===== src/rtl/serial_borrow_subtractor.sv =====
// Digit-serial subtractor: computes a - b - borrow_in K bits per cycle, LSB digit first,
// with a valid/ready handshake on both the operand and the result side.
module serial_borrow_subtractor #(
    parameter int N = 32,
    parameter int K = 4
) (
    input  logic         clk,
    input  logic         rst_n,
    input  logic         in_valid,
    output logic         in_ready,
    input  logic [N-1:0] a,
    input  logic [N-1:0] b,
    input  logic         borrow_in,
    output logic         out_valid,
    input  logic         out_ready,
    output logic [N-1:0] d,
    output logic         borrow_out,
    output logic         overflow
);

    localparam int SAFE_K = (K < 1) ? 1 : K;
    localparam int DIGITS = N / SAFE_K;
    localparam int CW     = (DIGITS > 1) ? $clog2(DIGITS) : 1;
    localparam logic [CW-1:0] LAST = CW'(DIGITS - 1);

    generate
        if (K < 1 || (N % SAFE_K) != 0) begin : g_bad_params
            $error("serial_borrow_subtractor: K must be >= 1 and divide N");
        end
    endgenerate

    typedef enum logic [1:0] {
        IDLE = 2'd0,
        RUN  = 2'd1,
        DONE = 2'd2
    } state_t;

    state_t          state, state_next;
    logic [N-1:0]    a_q, b_q, res_q, res_next;
    logic            borrow_q;
    logic [CW-1:0]   cnt;
    logic [K-1:0]    a_dig, b_dig, diff;
    logic            bw;
    logic            is_last;
    int              lo;

    // Digit slice for the current counter value; the K+1-bit difference's top bit is the borrow.
    // NOTE: every always_comb output gets a default first so no path leaves it unassigned (no latch).
    always_comb begin
        lo          = int'(cnt) * K;
        a_dig       = a_q[lo +: K];
        b_dig       = b_q[lo +: K];
        {bw, diff}  = {1'b0, a_dig} - {1'b0, b_dig} - {{K{1'b0}}, borrow_q};
        res_next    = res_q;
        res_next[lo +: K] = diff;
        is_last     = (cnt == LAST);
    end

    always_comb begin
        state_next = state;
        case (state)
            IDLE:    if (in_valid)  state_next = RUN;
            RUN:     if (is_last)   state_next = DONE;
            DONE:    if (out_ready) state_next = IDLE;
            default:                state_next = IDLE;
        endcase
    end

    assign in_ready  = (state == IDLE);
    assign out_valid = (state == DONE);

    // NOTE: sequential state uses non-blocking assignments so every register samples pre-edge values.
    always_ff @(posedge clk or negedge rst_n) begin
        if (!rst_n) state <= IDLE;
        else        state <= state_next;
    end

    // Published outputs load only on the final digit, so they hold their value outside DONE.
    always_ff @(posedge clk or negedge rst_n) begin
        if (!rst_n) begin
            a_q        <= '0;
            b_q        <= '0;
            borrow_q   <= 1'b0;
            cnt        <= '0;
            res_q      <= '0;
            d          <= '0;
            borrow_out <= 1'b0;
            overflow   <= 1'b0;
        end else begin
            case (state)
                IDLE: begin
                    if (in_valid) begin
                        a_q      <= a;
                        b_q      <= b;
                        borrow_q <= borrow_in;
                        cnt      <= '0;
                    end
                end
                RUN: begin
                    res_q    <= res_next;
                    borrow_q <= bw;
                    if (is_last) begin
                        d          <= res_next;
                        borrow_out <= bw;
                        overflow   <= (a_q[N-1] != b_q[N-1]) && (res_next[N-1] != a_q[N-1]);
                    end else begin
                        cnt <= cnt + CW'(1);
                    end
                end
                default: ;
            endcase
        end
    end

endmodule

===== config.mk =====
export PLATFORM = sky130hd
export DESIGN_NAME = serial_borrow_subtractor
export DESIGN_NICKNAME = d
export VERILOG_FILES = /design/src/rtl/serial_borrow_subtractor.sv
export SDC_FILE = /design/constraint.sdc
export NUM_CORES = 1
export LEC_CHECK = 0
export BUFFER_PORTS_ARGS = -buffer_cell sky130_fd_sc_hd__clkbuf_2
export CORE_MARGIN = 2
export CORE_UTILIZATION = 56
export CTS_CLUSTER_SIZE = 25
export DETAILED_ROUTE_END_ITERATION = 6
export GPL_TIMING_DRIVEN = 0
export PLACE_DENSITY_LB_ADDON = 0.12
export SYNTH_ARGS = -nofsm -noshare
export SYNTH_HDL_FRONTEND = slang
export SYNTH_SLANG_ARGS = --single-unit

===== constraint.sdc =====
create_clock -name clk -period 4.8 [get_ports clk]
set_input_delay 0.48 -clock clk [delete_from_list [all_inputs] [get_ports clk]]
set_output_delay 0.48 -clock clk [all_outputs]
set_load 0.01 [all_outputs]

==> results.yml, run 1 <==
setup_path:
  cpMostUsedCell: "fa_1"
  path_max_fanout: 10
  worstPathCellList: "buf_2, clkbuf_1, mux4_2, mux2i_1, fa_1, fa_1, xnor2_1, nor2b_1, mux2_2"
  path_delay_family: "adder cells"
  ff2ff_setup_slack_ps: 780
  slowest_stage: "xnor2_1"
  r2r-end: "res_q[30]"
  path_buf_inv: 2
  rr_startpoint: "cnt[1]"
  crit_required_ps: 5100
  startpoint_type: "flip-flop"
  rr_worst_depth: 9
  critPathKind: "reg2reg"
  cp_slowest_stage_delay_ps: 650
  cp-end-kind: "flip-flop"
  crit_arrival_ps: 4330
pwr:
  p_per_area_nw_per_um2: 832.9
  ir_drop_mv: 0.7593
  leakagePower_nw: 3.648
synth:
  ys_seq_elements: 136
  syn-cell-area_sq_um: 6316
  synth_cell_types: 37
  syn_nets: 585
  synth_area_leaders: "dfrtp_1 (54%), mux2_2 (16%), mux4_2 (5.0%), mux2i_1 (3.8%), nand2_1 (3.5%)"
  synthArstFlopShare_pct: 100.0
  synth_top_cell_by_area: "dfrtp_1"
  synth_top_area_share_pct: 53.88
  yosysSeqAreaShare_pct: 53.88
  synth_cells: 503
  syn_avg_cell_area_sq_um: 12.56
  ys.flop_type: "dfrtp_1"
  yosys_warnings: 0
  synth_edf_count: 0
clock_network:
  post_cts_buffers: 0
  cts_tree: "yes"
  cts_buffers: 17
  clk_path_buf_depth: 2
  root_buffer: "clkbuf_16"
  clock-sinks: 136
  postCtsHoldBufs: 0
  cts_max_level: 4
  cts_resized: 0
  clock_latency_ps: 420
  clk_pin_slew_ps: 60
routing:
  drtAntennaViolNets: 0
  first_pass_iters: 4
  vias: 4376
  finalWirelength_um: 14140
  via_per_inst: 5.610
  dr.first_iter.drc_count: 245
  drt_drc_violations_left: 0
  avgRoutedWirePerCell_um: 18.13
global_route:
  antenna_found_initial: 0
  grt_pass1_wl_um: 22670
  grt_max_degree: 72
  gr-total-overflow: 0
  grtUsageTotal_pct: 25.45
  grt_pass1_vias: 4555
placement:
  io_buffers: 104
  gp_congestion: 0.8617
  place_hpwl_um: 9999
timing:
  slew-limit-headroom_pct: 31.78
  finalHoldViolCount: 0
  setup_viol: 0
  fmax_mhz: 248.5
  tightest_slew_ps: 1021
  slew_violations: 0
  period_needed_ps: 4024
  finalClockSkew_ps: 7.422
  setup-tns-final_ps: 0
  post-route-period-util_pct: 83.82
  rsz0062_at_grt: "false"
floorplanning:
  die_y_um: 110.2
  fp.dieArea_sq_um: 12140
  design.core.area_sq_um: 10940
  ios: 105
  start_util_pct: 57.76
  num_rows: 38
  die_w_um: 110.2
run:
  cap_violations: 0
final_layout:
  area_growth_pct: 21.00
  n_antenna_cell: 0
  fillCellCount: 797
  multi_input_area_sq_um: 2775
  final_core_util_pct: 69.89
  finalNetCount: 709
  regArea_sq_um: 3403
  drive_gt1_share_pct: 38.75
worst_hold_path:
  hold_class: "in2async"
run_status:
  status: "finished clean"
## area by class of cell
class / count / share of cell area (%)
Multi-Input combinational cell: 332 / 36.31
Inverter: 9 / 0.4420
Tap cell: 140 / 2.292
Buffer: 26 / 1.359
Sequential cell: 136 / 44.53
Timing Repair Buffer: 105 / 7.286
Clock buffer: 24 / 6.565
Clock inverter: 8 / 1.212
## flip-flops by register name, summed over array words and instances (netlist names)
name        cells
a_q            32
b_q            32
borrow_out      1
borrow_q        1
cnt             3
d              32
overflow        1
res_q          32
state           2
## worst max path at each step
stage | cells after the start | start | slack (ps) | end
floorplan | 12 | cnt[0] | 1470 | overflow
global placement | 9 | cnt[0] | 740 | res_q[26]
detailed placement | 9 | cnt[0] | 710 | res_q[30]
CTS | 9 | cnt[0] | 710 | res_q[30]
global route | 10 | cnt[0] | 410 | d[10]
finish | 9 | cnt[1] | 780 | res_q[30]
## worst register-to-register path, delay by kind of cell, from the launching register on
kind / cells / cell delay (ps)
buffers and inverters: 2 / 880
adders and majority gates: 2 / 960
and+or+nand+nor: 1 / 220
muxes: 3 / 800
xor gates and xnor gates: 1 / 650
DFF: 1 / 410
## synthesized netlist by cell type (all sizes together), types with 3 or more instances
library cell    n
dfrtp         136
a31oi           4
nor3b           3
nand4           4
mux4           16
xnor2           3
clkbuf         17
ha             11
nand2          59
o21ai          44
nand2b          4
nor2           17
nor2b          10
a21oi          10
and2           13
buf             9
mux2i          24
mux2           91
nand3           3
inv             9
## routing by layer
| layer | GRT usage [%] | vias to the layer above | routed length [um] |
|---|---|---|---|
| li1 | - | 2036 | - |
| met1 | 32.15 | 2195 | 5969 |
| met2 | 41.63 | 121 | 7250 |
| met3 | 5.820 | 24 | 649 |
| met4 | 12.23 | 0 | 272 |
| met5 | 0 | - | 0 |
## report_power, final
| part | total (mW) | internal (mW) | switching [mW] |
|---|---|---|---|
| Sequential | 1.94 | 1.65 | 0.281 |
| Clock | 1.30 | 0.828 | 0.470 |
| Combinational | 3.13 | 1.35 | 1.78 |
## per-stage QoR
| step | setup WS [ps] | instances | hold WS, ps | area, sq um | power [mW] |
|---|---|---|---|---|---|
| 6_report | 776.5 | 780 | 51.77 | 7642 | 6.365 |
| 3_3_place_gp | 742.2 | 747 | 461.1 | 7012 | 4.935 |
| 2_1_floorplan | 1473 | 503 | 184.4 | 6316 | 4.091 |
| 4_1_cts | 709.5 | 780 | 69.15 | 7642 | 6.406 |
| 3_5_place_dp | 710.4 | 748 | 470.4 | 7048 | 5.082 |
| 5_1_grt | 410.5 | 780 | 93.97 | 7642 | 6.803 |
## cells by family after synthesis
group	share of synthesized area [%]
fa+ha+maj	2.813
compound gates	5.705
mux	25.97
buf+inv	2.179
simple gates	9.033
flops	53.88
xor+xnor	0.4161
## cells in the final DEF, fill, tap and decap left out, drive strengths merged
cell      instances
clkbuf          145
and3              1
o2bb2ai           1
or4b              1
bufinv            2
o21ai            44
nand4             4
clkinvlp          1
a211oi            1
a41oi             2
nand2b            4
mux4             16
ha               11
o211ai            1
clkinv            5
nand3             3
dfrtp           136
fa                2
a21oi            10
nor2             17
xnor2             3
nor2b            10
nand2            59
nor4b             2
a31oi             4
mux2i            24
nand4b            1
and2             13
or2               1
mux2             91
inv               9
buf              10
nor3              1
nor3b             3
o31ai             2
Note: power is estimated with default switching activity, not from simulation.
==> run 2: changes to the inputs <==
Settings changed: CORE_UTILIZATION 56 to 51.
Clock period 4.8 ns to 3.37 ns, I/O delays scaled along.
==> run 2 against run 1 <==
Combinational power grew 51%. Sequential cell count is the same. Global-route usage down 3.3 points. Via count decreased by 1.9%. Cell area up 1.7%. Sequential power up 41%. Critical path depth rose by 3. Largest power group unchanged. Critical path type unchanged. Routed wire length shrank 4.6%.
==> results.yml, run 2 (synthesis gave the netlist of run 1 again) <==
timing:
  period_needed_ps: 3188
  tightest_slew_ps: 947.2
  slew-limit-headroom_pct: 36.72
  rsz0062_at_grt: "false"
  setup_viol: 0
  slew_violations: 0
  worst_slack_ps: 182.1
  finalClockSkew_ps: 7.558
  finalHoldViolCount: 0
  worst_hold_slack_ps: 119.7
  post-route-period-util_pct: 94.60
  fmax_mhz: 313.7
global_route:
  grt_max_degree: 72
  grt_pass1_vias: 4409
  antenna_found_initial: 0
  gr-total-overflow: 0
  grt_pass1_wl_um: 22060
  grtUsageTotal_pct: 22.16
final_layout:
  n_antenna_cell: 0
  final_common_cell: "dfrtp_1"
  final_design_area_no_fill_sq_um: 7769
  finalNetCount: 711
  final_cell_mix: "dfrtp_1 (135), clkbuf_2 (104), mux2_2 (89)"
  drive_gt1_share_pct: 39.72
  layout.cells.non_filler: 810
  fillCellCount: 962
  area_growth_pct: 23.00
floorplanning:
  ios: 105
  fp.dieArea_sq_um: 13290
  die_y_um: 115.3
  start_util_pct: 52.37
  num_rows: 40
  die_w_um: 115.3
  design.core.area_sq_um: 12060
clock_network:
  clock-sinks: 136
  cts_max_level: 4
  cts_buffers: 17
  clk_path_buf_depth: 2
  clock_latency_ps: 420
  root_buffer: "clkbuf_16"
  cts_tree: "yes"
  clk_pin_slew_ps: 60
setup_path:
  slowest_stage: "mux4_2"
  path_max_fanout: 10
  cp-end-kind: "flip-flop"
  startpoint_type: "flip-flop"
  worstPathCellList: "buf_8, buf_12, mux4_2, mux2i_1, ha_1, inv_1, ha_2, nand4b_1, mux2_4, o211ai_2, or4b_1, a31oi_1"
  path_delay_family: "multiplexers"
  critPathKind: "reg2reg"
  rr_startpoint: "cnt[0]"
  path_buf_inv: 3
  cp_slowest_stage_delay_ps: 530
  crit_required_ps: 3710
  startpoint: "cnt[0]"
  crit_arrival_ps: 3520
placement:
  io_buffers: 104
  placed_area_sq_um: 7083
  gp_congestion: 0.7954
  dp.cells: 776
  place_hpwl_um: 9877
  post-place-ws_ps: -753.2
routing:
  drtAntennaViolNets: 0
  finalWirelength_um: 13500
  avgRoutedWirePerCell_um: 16.66
  vias: 4292
  via_per_inst: 5.299
  first_pass_iters: 4
  drt_drc_violations_left: 0
  dr.first_iter.drc_count: 191
pwr:
  leakagePower_nw: 3.677
  p_per_area_nw_per_um2: 1198
  ir_drop_mv: 0.6898
run:
  cap_violations: 0
worst_hold_path:
  worstHoldStart: "out_ready"
  hold_class: "in2reg"
run_status:
  status: "finished clean"
-- run 2: metal layers --
layer | share of wire (%) | global-route usage [%] | vias up | routed length (um)
met2 | 50 | 37.41 | 92 | 6700
met4 | 1.6 | 7.711 | 0 | 212
met3 | 4.1 | 5.377 | 20 | 554
met5 | 0 | 0 | - | 0
li1 | - | - | 2043 | -
met1 | 45 | 28.10 | 2137 | 6029
-- run 2: worst paths after layout --
kind	cells past startpoint	end	slack, ps
max reg2reg	12	overflow	180
max in group asynchronous	3	d[8]	2190
min reg2reg	2	d[3]	480
min in group asynchronous	2	d[20]	470
min	2	state[1]	120
max	12	overflow	180
-- run 2: timing repair --
item | in CTS | in global routing
gates cloned | 0 | 0
resized for setup | 11 | 11
endpoints found under the hold margin | 65 | 0
setup endpoints to repair | 66 | 29
buffers inserted | 1 | 0
hold buffers | 1 | 0
-- run 2: per-stage QoR --
stage	TNS, ps	utilization (%)	power (mW)
6_report	0	64.41	9.308
5_1_grt	0	64.41	9.988
2_1_floorplan	0	-	5.827
3_5_place_dp	-26430	58.72	7.234
4_1_cts	0	64.20	9.313
3_3_place_gp	-46050	58.42	7.055
-- run 2: layout make-up --
type / count / area (sq um) / share of cell area [%]
flip-flops and latches: 136 / 3405 / 43.82
multi-input cells: 332 / 2809 / 36.16
repair buffers: 107 / 574.3 / 7.392
clock buffers: 24 / 501.7 / 6.458
well taps: 168 / 210.2 / 2.706
plain buffers: 26 / 142.6 / 1.836
clock inverters: 8 / 92.59 / 1.192
inverters: 9 / 33.78 / 0.4349
-- run 2: power by group --
| part | switching (mW) | leakage [nW] | internal (mW) | total, mW |
|---|---|---|---|---|
| clock network | 0.665 | 0.296 | 1.18 | 1.85 |
| logic | 2.60 | 1.67 | 2.13 | 4.73 |
| registers | 0.377 | 1.72 | 2.36 | 2.73 |
